**src/rtl/ysyx_24080006_clint_if.sv**
```systemverilog
// AXI4 bus bundle shared by the core-side master and the CLINT slave.
// Single-beat 32-bit transfers with ID, LEN, SIZE, LAST and STRB.
interface ysyx_24080006_axi;
    // Read address channel
    logic [31:0] araddr;
    logic [3:0]  arid;
    logic [7:0]  arlen;
    logic [2:0]  arsize;
    logic        arvalid;
    logic        arready;

    // Read data channel
    logic [31:0] rdata;
    logic [1:0]  rresp;
    logic [3:0]  rid;
    logic        rlast;
    logic        rvalid;
    logic        rready;

    // Write address channel
    logic [31:0] awaddr;
    logic [3:0]  awid;
    logic [7:0]  awlen;
    logic [2:0]  awsize;
    logic        awvalid;
    logic        awready;

    // Write data channel
    logic [31:0] wdata;
    logic [3:0]  wstrb;
    logic        wlast;
    logic        wvalid;
    logic        wready;

    // Write response channel
    logic [1:0]  bresp;
    logic [3:0]  bid;
    logic        bvalid;
    logic        bready;

    modport master (
        output araddr, arid, arlen, arsize, arvalid,
        input  arready,
        input  rdata, rresp, rid, rlast, rvalid,
        output rready,
        output awaddr, awid, awlen, awsize, awvalid,
        input  awready,
        output wdata, wstrb, wlast, wvalid,
        input  wready,
        input  bresp, bid, bvalid,
        output bready
    );

    modport slave (
        input  araddr, arid, arlen, arsize, arvalid,
        output arready,
        output rdata, rresp, rid, rlast, rvalid,
        input  rready,
        input  awaddr, awid, awlen, awsize, awvalid,
        output awready,
        input  wdata, wstrb, wlast, wvalid,
        output wready,
        output bresp, bid, bvalid,
        input  bready
    );
endinterface

```
**src/rtl/ysyx_24080006_clint.sv**
```systemverilog
// Core-local interruptor: 64-bit mtime counter, writable mtimecmp and the
// machine timer interrupt, exposed as a single-beat 32-bit AXI4 slave.
// Register map by addr[3:2]: 0/1 = mtime lo/hi (RO), 2/3 = mtimecmp lo/hi (RW).
module ysyx_24080006_clint #(
    parameter int PRESCALE = 1
) (
    input  logic            clock,
    input  logic            reset,
    ysyx_24080006_axi.slave axi,
    output logic            mtip
);
    localparam logic [1:0] RESP_OKAY   = 2'b00;
    localparam logic [1:0] RESP_SLVERR = 2'b10;
    localparam int         CNT_W       = (PRESCALE > 1) ? $clog2(PRESCALE) : 1;
    localparam logic [CNT_W-1:0] CNT_LAST = CNT_W'(PRESCALE - 1);

    typedef enum logic [1:0] {
        IDLE  = 2'd0,
        RDATA = 2'd1,
        WDATA = 2'd2,
        WRESP = 2'd3
    } state_t;

    state_t           state;
    state_t           state_next;
    logic             ar_ready;
    logic             aw_ready;
    logic             r_valid;
    logic             w_ready;
    logic             b_valid;
    logic             ar_hs;
    logic             aw_hs;
    logic             w_hs;

    logic [CNT_W-1:0] presc_cnt;
    logic [63:0]      mtime;
    logic [63:0]      mtimecmp;

    logic [31:0]      rd_sel;
    logic [31:0]      rdata;
    logic [1:0]       rresp;
    logic [3:0]       rid;

    logic [1:0]       wr_ofs;
    logic             wr_len_zero;
    logic [3:0]       wr_id;
    logic             wr_ok;
    logic [31:0]      cmp_old;
    logic [31:0]      cmp_new;
    logic [1:0]       bresp;
    logic [3:0]       bid;

    // State register; a reset mid-transaction drops straight back to IDLE.
    always_ff @(posedge clock or negedge reset) begin
        if (!reset) begin
            state <= IDLE;
        end else begin
            state <= state_next;
        end
    end

    // Next state and channel handshake outputs; a pending read beats a pending write.
    always_comb begin
        state_next = state;
        ar_ready   = 1'b0;
        aw_ready   = 1'b0;
        r_valid    = 1'b0;
        w_ready    = 1'b0;
        b_valid    = 1'b0;
        case (state)
            IDLE: begin
                ar_ready = reset;
                aw_ready = reset & ~axi.arvalid;
                if (reset && axi.arvalid) begin
                    state_next = RDATA;
                end else if (reset && axi.awvalid) begin
                    state_next = WDATA;
                end
            end
            RDATA: begin
                r_valid = 1'b1;
                if (axi.rready) begin
                    state_next = IDLE;
                end
            end
            WDATA: begin
                w_ready = 1'b1;
                if (axi.wvalid) begin
                    state_next = WRESP;
                end
            end
            WRESP: begin
                b_valid = 1'b1;
                if (axi.bready) begin
                    state_next = IDLE;
                end
            end
            default: begin
                state_next = IDLE;
            end
        endcase
    end

    assign ar_hs = ar_ready & axi.arvalid;
    assign aw_hs = aw_ready & axi.awvalid;
    assign w_hs  = w_ready & axi.wvalid;

    assign axi.arready = ar_ready;
    assign axi.awready = aw_ready;
    assign axi.rvalid  = r_valid;
    assign axi.rlast   = r_valid;
    assign axi.wready  = w_ready;
    assign axi.bvalid  = b_valid;
    assign axi.rdata   = rdata;
    assign axi.rresp   = rresp;
    assign axi.rid     = rid;
    assign axi.bresp   = bresp;
    assign axi.bid     = bid;

    // Prescaler and free-running mtime; mtime steps on the last prescaler count.
    always_ff @(posedge clock or negedge reset) begin
        if (!reset) begin
            presc_cnt <= '0;
            mtime     <= '0;
        end else if (presc_cnt == CNT_LAST) begin
            presc_cnt <= '0;
            mtime     <= mtime + 64'd1;
        end else begin
            presc_cnt <= presc_cnt + CNT_W'(1);
        end
    end

    // Interrupt pending is the registered unsigned compare of the current values.
    always_ff @(posedge clock or negedge reset) begin
        if (!reset) begin
            mtip <= 1'b0;
        end else begin
            mtip <= (mtime >= mtimecmp);
        end
    end

    // Read mux over the four word-sized views of the two 64-bit registers.
    always_comb begin
        rd_sel = '0;
        case (axi.araddr[3:2])
            2'd0:    rd_sel = mtime[31:0];
            2'd1:    rd_sel = mtime[63:32];
            2'd2:    rd_sel = mtimecmp[31:0];
            default: rd_sel = mtimecmp[63:32];
        endcase
    end

    // Read payload is captured at the AR handshake and held until it is consumed.
    always_ff @(posedge clock or negedge reset) begin
        if (!reset) begin
            rdata <= '0;
            rresp <= RESP_OKAY;
            rid   <= '0;
        end else if (ar_hs) begin
            rdata <= rd_sel;
            rresp <= (axi.arlen == 8'd0) ? RESP_OKAY : RESP_SLVERR;
            rid   <= axi.arid;
        end
    end

    // Write address attributes are remembered until the data beat arrives.
    always_ff @(posedge clock or negedge reset) begin
        if (!reset) begin
            wr_ofs      <= '0;
            wr_len_zero <= 1'b0;
            wr_id       <= '0;
        end else if (aw_hs) begin
            wr_ofs      <= axi.awaddr[3:2];
            wr_len_zero <= (axi.awlen == 8'd0);
            wr_id       <= axi.awid;
        end
    end

    // Byte-lane merge of the write data into the targeted mtimecmp half.
    always_comb begin
        wr_ok   = wr_ofs[1] & wr_len_zero;
        cmp_old = wr_ofs[0] ? mtimecmp[63:32] : mtimecmp[31:0];
        cmp_new = cmp_old;
        for (int i = 0; i < 4; i++) begin
            if (axi.wstrb[i]) begin
                cmp_new[8*i +: 8] = axi.wdata[8*i +: 8];
            end
        end
    end

    // mtimecmp only changes on an accepted single-beat write to offset 2 or 3.
    always_ff @(posedge clock or negedge reset) begin
        if (!reset) begin
            mtimecmp <= '1;
        end else if (w_hs && wr_ok) begin
            if (wr_ofs[0]) begin
                mtimecmp[63:32] <= cmp_new;
            end else begin
                mtimecmp[31:0] <= cmp_new;
            end
        end
    end

    // Write response is fixed at the W handshake so B carries the outcome of that beat.
    always_ff @(posedge clock or negedge reset) begin
        if (!reset) begin
            bresp <= RESP_OKAY;
            bid   <= '0;
        end else if (w_hs) begin
            bresp <= wr_ok ? RESP_OKAY : RESP_SLVERR;
            bid   <= wr_id;
        end
    end
endmodule

```
**src/flat_wrapper.sv**
```systemverilog
// flat-port wrapper written by rule: the top's interface ports become plain ports
module ysyx_24080006_clint_flat 
#(
    parameter int PRESCALE = 1
)
  (clock, reset, mtip, axi_araddr, axi_arid, axi_arlen, axi_arsize, axi_arvalid, axi_arready, axi_rdata, axi_rresp, axi_rid, axi_rlast, axi_rvalid, axi_rready, axi_awaddr, axi_awid, axi_awlen, axi_awsize, axi_awvalid, axi_awready, axi_wdata, axi_wstrb, axi_wlast, axi_wvalid, axi_wready, axi_bresp, axi_bid, axi_bvalid, axi_bready);
  ysyx_24080006_axi axi_i ();
  input  logic clock;
  input  logic reset;
  output logic mtip;
  input wire logic [$bits(axi_i.araddr)-1:0] axi_araddr;
  input wire logic [$bits(axi_i.arid)-1:0] axi_arid;
  input wire logic [$bits(axi_i.arlen)-1:0] axi_arlen;
  input wire logic [$bits(axi_i.arsize)-1:0] axi_arsize;
  input wire logic [$bits(axi_i.arvalid)-1:0] axi_arvalid;
  output wire logic [$bits(axi_i.arready)-1:0] axi_arready;
  output wire logic [$bits(axi_i.rdata)-1:0] axi_rdata;
  output wire logic [$bits(axi_i.rresp)-1:0] axi_rresp;
  output wire logic [$bits(axi_i.rid)-1:0] axi_rid;
  output wire logic [$bits(axi_i.rlast)-1:0] axi_rlast;
  output wire logic [$bits(axi_i.rvalid)-1:0] axi_rvalid;
  input wire logic [$bits(axi_i.rready)-1:0] axi_rready;
  input wire logic [$bits(axi_i.awaddr)-1:0] axi_awaddr;
  input wire logic [$bits(axi_i.awid)-1:0] axi_awid;
  input wire logic [$bits(axi_i.awlen)-1:0] axi_awlen;
  input wire logic [$bits(axi_i.awsize)-1:0] axi_awsize;
  input wire logic [$bits(axi_i.awvalid)-1:0] axi_awvalid;
  output wire logic [$bits(axi_i.awready)-1:0] axi_awready;
  input wire logic [$bits(axi_i.wdata)-1:0] axi_wdata;
  input wire logic [$bits(axi_i.wstrb)-1:0] axi_wstrb;
  input wire logic [$bits(axi_i.wlast)-1:0] axi_wlast;
  input wire logic [$bits(axi_i.wvalid)-1:0] axi_wvalid;
  output wire logic [$bits(axi_i.wready)-1:0] axi_wready;
  output wire logic [$bits(axi_i.bresp)-1:0] axi_bresp;
  output wire logic [$bits(axi_i.bid)-1:0] axi_bid;
  output wire logic [$bits(axi_i.bvalid)-1:0] axi_bvalid;
  input wire logic [$bits(axi_i.bready)-1:0] axi_bready;
  assign axi_i.araddr = axi_araddr;
  assign axi_i.arid = axi_arid;
  assign axi_i.arlen = axi_arlen;
  assign axi_i.arsize = axi_arsize;
  assign axi_i.arvalid = axi_arvalid;
  assign axi_arready = axi_i.arready;
  assign axi_rdata = axi_i.rdata;
  assign axi_rresp = axi_i.rresp;
  assign axi_rid = axi_i.rid;
  assign axi_rlast = axi_i.rlast;
  assign axi_rvalid = axi_i.rvalid;
  assign axi_i.rready = axi_rready;
  assign axi_i.awaddr = axi_awaddr;
  assign axi_i.awid = axi_awid;
  assign axi_i.awlen = axi_awlen;
  assign axi_i.awsize = axi_awsize;
  assign axi_i.awvalid = axi_awvalid;
  assign axi_awready = axi_i.awready;
  assign axi_i.wdata = axi_wdata;
  assign axi_i.wstrb = axi_wstrb;
  assign axi_i.wlast = axi_wlast;
  assign axi_i.wvalid = axi_wvalid;
  assign axi_wready = axi_i.wready;
  assign axi_bresp = axi_i.bresp;
  assign axi_bid = axi_i.bid;
  assign axi_bvalid = axi_i.bvalid;
  assign axi_i.bready = axi_bready;
  ysyx_24080006_clint #(.PRESCALE(PRESCALE)) u_core (.clock(clock), .reset(reset), .axi(axi_i), .mtip(mtip));
endmodule
```
**config.mk**
```make
export PLATFORM = sky130hd
export DESIGN_NAME = ysyx_24080006_clint_flat
export DESIGN_NICKNAME = d
export VERILOG_FILES = /design/src/rtl/ysyx_24080006_clint_if.sv /design/src/rtl/ysyx_24080006_clint.sv /design/src/flat_wrapper.sv
export SDC_FILE = /design/constraint.sdc
export NUM_CORES = 1
export LEC_CHECK = 0
export BUFFER_PORTS_ARGS = -buffer_cell sky130_fd_sc_hd__buf_4
export CORE_MARGIN = 8
export CORE_UTILIZATION = 50
export DETAILED_ROUTE_END_ITERATION = 12
export PLACE_DENSITY = 0.76
export SYNTH_ARGS = -nofsm -noshare
export SYNTH_HDL_FRONTEND = slang
export SYNTH_SLANG_ARGS = --single-unit
export TNS_END_PERCENT = 30
```
**constraint.sdc**
```tcl
create_clock -name clock -period 2.05 [get_ports clock]
set_input_delay 0.3075 -clock clock [delete_from_list [all_inputs] [get_ports clock]]
set_output_delay 0.3075 -clock clock [all_outputs]
set_load 0.02 [all_outputs]
```
* Word level (Yosys, flattened, before mapping)
Cells that the tools add are included.
** Storage, ports and cells
- Bits in registers :: 183
- Bits in latches :: 0
- Memory bits (writable) :: 0
- Bits in read-only memories :: 0
- Input port bits :: 138
- Output and inout port bits :: 51
- Logic and storage cells :: 63
- Memories kept :: 0
** Cells by class
- Add/sub/neg operators :: 2
- $mul :: 0
- Div/mod/pow operators :: 0
- Order comparisons :: 1
- Equal/unequal tests :: 9
- Shift-type cells :: 0
- Multiplexer cells :: 20
- Bitwise operators :: 7
- Reductions and logical operators :: 10
** Operator list (number)
- $pmux 32 s3 :: 1
- $add 64x1->64 const B :: 1
- $ge 64x64->1 :: 1
- $mux 32 :: 1
- $mux 8 :: 4
- $logic_not 8->1 :: 2
- $mux 2 :: 7
- $pmux 2 s4 :: 1
- $eq 2x2->1 const B :: 3
- $mux 1 :: 6
- $ne 2x2->1 const B :: 3
- $and 1x1->1 :: 5
- $eq 2x1->1 const B :: 2
- $logic_not 2->1 :: 2
- $reduce_and 2->1 :: 2
- $reduce_and 4->1 :: 1
- $logic_and 1x1->1 :: 3
- $ne 3x1->1 const B :: 1
- $not 1->1 :: 2
- $add 1x1->1 const B :: 1

* Depth between registers and ports, before layout
- Depth after elaboration :: 5
- Depth in mapped cells :: 9
- Depth with buffers taken out :: 8

* Worst setup path after synthesis
OpenSTA, ideal clock, no wires.
- Path kind :: register to register
- Start :: register u_core.state[1]
- End :: register u_core.rid[0] (netlist: u_core.axi.rid[0])
- Library setup time :: 125 ps
- Arrival time :: 2099 ps
- Data required time :: 1925 ps
- Slack :: -174 ps
- Stages on the path, launching flop included :: 6
- Buffers on the path :: 2
- Clock period less this slack :: 2224 ps
- Cells stage by stage :: dfrtp_1 -> nor3b_1 -> and2_1 -> buf_2 -> buf_2 -> mux2_2
** Between the ends
- Cells in the longest elaborated chain, start to end :: 3
** RTL lines
- from (decl) :: line ysyx_24080006_clint.sv:24 : state_t state;
- from (signal assigned) :: line ysyx_24080006_clint.sv:58 : state <= state_next;
- $logic_not 2->1 :: line ysyx_24080006_clint.sv:70 : case (state)
- $mux 1 :: line ysyx_24080006_clint.sv:70
- named net axi_arready :: line flat_wrapper.sv:16 : output wire logic [$bits(axi_i.arready)-1:0] axi_arready;
- $and 1x1->1 :: line ysyx_24080006_clint.sv:104 : assign ar_hs = ar_ready & axi.arvalid;
- to (signal assigned) :: line ysyx_24080006_clint.sv:162 : rid <= axi.arid;
- to (decl) :: line ysyx_24080006_clint.sv:42 : logic [3:0] rid;
The timed path passes the listed nets, and every way through them passes these cells.
A chain may end at the register's enable or synchronous reset.

* Worst setup path after layout
- Start :: register u_core.mtimecmp[10]
- End :: register u_core.mtip
** Between the ends
- Cells in the longest elaborated chain, start to end :: 1
** RTL lines
- from (decl) :: line ysyx_24080006_clint.sv:37 : logic [63:0] mtimecmp;
- from (signal assigned) :: line ysyx_24080006_clint.sv:199 : mtimecmp[31:0] <= cmp_new;
- $ge 64x64->1 :: line ysyx_24080006_clint.sv:138 : mtip <= (mtime >= mtimecmp);
- to (signal assigned) :: line ysyx_24080006_clint.sv:138
- to (decl) :: line ysyx_24080006_clint.sv:10 : output logic mtip
Every way passes these cells.

==> summary.md <==
| Metric | Value |
|---|---|
| Leak | slightly above 0.006 uW |
| DRC viols | 0 |
| Crit end category | register |
| DR pass1 iterations | 6 |
| Via density | between 5 and 6 |
| Reg clk slew, reported paths | 70 ps |
| Mapped Avg Cell Area | about 12 um2 |
| Crit-path cells | inv_2 -> ha_4 -> nand4_1 -> buf_4 -> nor4_4 -> a21boi_2 -> o31a_1 -> a2111oi_2 -> o21ai_1 |
| Post-layout util | between 60% and 70% |
| Setup ws final | -73.6 ps |
| Final GP Congestion | 0.867 |
| Fin area | about 13000 um2 |
| Period utilization | 104% |
| Boundary pin count | 189 |
| First-pass GRT wire length | ~40 mm |
| Post-DP HPWL | approximately 17 mm |
| Tmin final | around 2100 ps |
| Register area share after synthesis | 47.6% |
| CP max stage cell | dfstp_2 |
| RSZ-0062 raised after global routing | yes |
| Power per cell area | 797 nW/um2 |
| CP Class | register to register |
| Failing checks | negative setup slack |
| Non-filler cells, final | about 1300 |
| Final hold vios | 0 |
| Ys flop type | dfrtp_1 |
| Post-Syn Area | ~9600 um2 |
| Final clock skew | around 7.6 ps |
| Fmax | 0.471 GHz |
| Required time of the critical path | between 2000 and 2500 ps |
| Row cnt | 50 |
| Layout Nets | roughly 1300 |
| CTS Buf Count | 17 |
| Setup TNS Final | -81.9 ps |
| CP max stage delay | between 500 and 600 ps |
| Drt total wl | 24.8 mm |
| Most common cell after layout, fill and taps aside | buf_4 |
| Syn. warnings | 0 |
| CTS root buffer | clkbuf_16 |
| Seq cells post-synth | 180 |
| Most frequent cells in the layout | buf_4, dfrtp_1, nand2_1 |
| Worst Path Max Fanout | 2 |
| Initial antenna violation count | 0 |
| Hold slack | about 50 ps |
| # diodes | 0 |
| Total congestion overflow | 0 |
| Max-slew headroom | between 30% and 40% |
| GRT Util Overall | between 20% and 30% |
| Max-cap violation count | 0 |
| Chip Width | 155 um |
| I/O Buffers | roughly 120 |
| Critical path data arrival time | approximately 2500 ps |
| Clk sinks | between 150 and 200 |
| Critical Path Source Type | register |
| Hold Path Class | input pin to register |
| Vias in the first global route | around 7800 |
| Status | complete, but fails checks |
| Placed cell count | about 1300 |
| Synth Instances | ~830 |
| ANT nets after route | 0 |
| Die H | 155 um |
| Placed inst area | 11500 um2 |
| Largest net degree at the start of global routing | 99 |
| Post-synth EDFFs | 0 |
| Wirelength per Cell | roughly 19 um |
| Fin. max-slew vios | 0 |
| Clock buffer depth | 2 |
| Maximum vdd drop | slightly above 0.6 mV |
| Drt initial violations | between 500 and 600 |
| Clock Latency Late Sink | 440 ps |
| CTS tree | yes |
| Async set-reset flop share out of synthesis | 100% |
| Die ar. | around 24000 um2 |
| Cell family with most CP delay | compound AO/OA/AOI/OAI gates |
| Layout cells sized above 1 | 46.5% |
| Core Area | ~19000 um2 |
| Yosys cell types | 45 |
| Initial core utilization | between 50% and 60% |
| Endpoints failing setup | 2 |
| Worst-margin pin slew | 1050 ps |
| Vias post-DR | 7392 |
| Area growth, synth to finish | 29.9% |
| Max H-tree Level | 4 |
| CP Buf/Inv Count | 2 |
## cells in the mapped netlist (2+ instances only)
cell | number | share of area, %
ha_1 | 65 | 8.4
and3_1 | 14 | 0.91
xnor2_1 | 42 | 3.8
nor2_1 | 22 | 0.86
xor2_1 | 20 | 1.8
a211oi_1 | 2 | 0.16
inv_1 | 69 | 2.7
nor3_1 | 7 | 0.36
and2_1 | 9 | 0.58
mux4_2 | 32 | 7.5
clkbuf_1 | 12 | 0.47
dfstp_2 | 64 | 17
a21oi_1 | 28 | 1.5
a21o_1 | 12 | 0.94
and4_1 | 8 | 0.73
o211ai_1 | 2 | 0.16
mux2_2 | 79 | 9.2
o21ai_0 | 40 | 2.1
nand4_1 | 27 | 1.8
nor2b_1 | 3 | 0.19
buf_4 | 3 | 0.23
buf_6 | 3 | 0.35
nand4_2 | 3 | 0.39
nand2_1 | 80 | 3.1
nand3_1 | 26 | 1.4
or2_2 | 2 | 0.13
nor4_1 | 8 | 0.52
buf_2 | 13 | 0.68
dfrtp_1 | 116 | 30
## flip-flops by register name, summed over array words and instances (netlist names)
name and count:
u_core.wr_len_zero 1, u_core.axi.bid 4, u_core.mtime 64, u_core.mtimecmp 64, u_core.wr_id 4, u_core.axi.rdata 32, u_core.axi.rresp 1, u_core.axi.rid 4
u_core.mtip 1, u_core.axi.bresp 1, u_core.wr_ofs 2, u_core.state 2
## final timing paths
kind	startpoint	end	cells after the start	slack, ps
worst max-delay path	u_core.mtimecmp[10]$_DFFE_PN1P_	u_core.mtip$_DFF_PN0_	9	-70
worst min-delay path	axi_bready	u_core.state[1]$_DFFE_PN0P_	2	50
worst max register to register	u_core.mtimecmp[10]$_DFFE_PN1P_	u_core.mtip$_DFF_PN0_	9	-70
worst min register to register	u_core.wr_id[2]$_DFFE_PN0P_	u_core.axi.bid[2]$_DFFE_PN0P_	1	500
max in group asynchronous	reset	u_core.mtime[1]$_DFF_PN0_	3	550
min in group asynchronous	reset	u_core.axi.rdata[16]$_DFFE_PN0P_	3	530
## repair_timing
item	4_1_cts	5_1_grt
setup buffers	9	4
resized for setup	41	13
pin swaps	32	9
hold buffers	1	0
hold endpoints to repair	73	0
setup endpoints to repair	10	24
## stage by stage
step	worst slack, ps	power (uW)
2_1_floorplan	-89.2	5500
3_3_place_gp	-223	6530
3_5_place_dp	-292	6600
4_1_cts	-50.0	10100
5_1_grt	-188	10400
6_report	-73.6	9970
## logic make-up after synthesis
family,share of synthesized area [%]
and+or+nand+nor,11.7
DFF,47.6
muxes,16.8
buffers and inverters,4.46
AOI/OAI and AO/OA,5.30
adders and majority gates,8.44
xor gates and xnor gates,5.64
other,0.0389
## routing by layer
metal  vias up  wire length [um]  track usage [%]
met2       256             12000             34.8
met3        48              1620             4.54
met1      3722             10500             26.4
met4         0               606             8.40
li1       3366                 -                -
met5         -                 0                0
## worst reg2reg max path, cell delays in order, from the launching register on
cell	delay [ps]
dfstp_2	540
inv_2	50
ha_4	270
nand4_1	150
buf_4	190
nor4_4	290
a21boi_2	200
o31a_1	170
a2111oi_2	50
o21ai_1	140
## where the power goes
part | internal [uW] | switching (uW) | total (uW) | leakage (uW)
sequential | 4020 | 218 | 4230 | 0.00219
combinational | 1130 | 1120 | 2260 | 0.00360
clock | 2080 | 1410 | 3480 | 0.000297
total | 7220 | 2750 | 9970 | 0.00608
## layout make-up
cell class	count	area (um2)
fill	1368	6320
multi-input combinational	547	4870
sequential	180	4590
timing repair buffer	235	1850
clock buffer	20	447
tap	260	325
inverter	69	259
clock inverter	12	179
(Power assumes the default switching activity.)
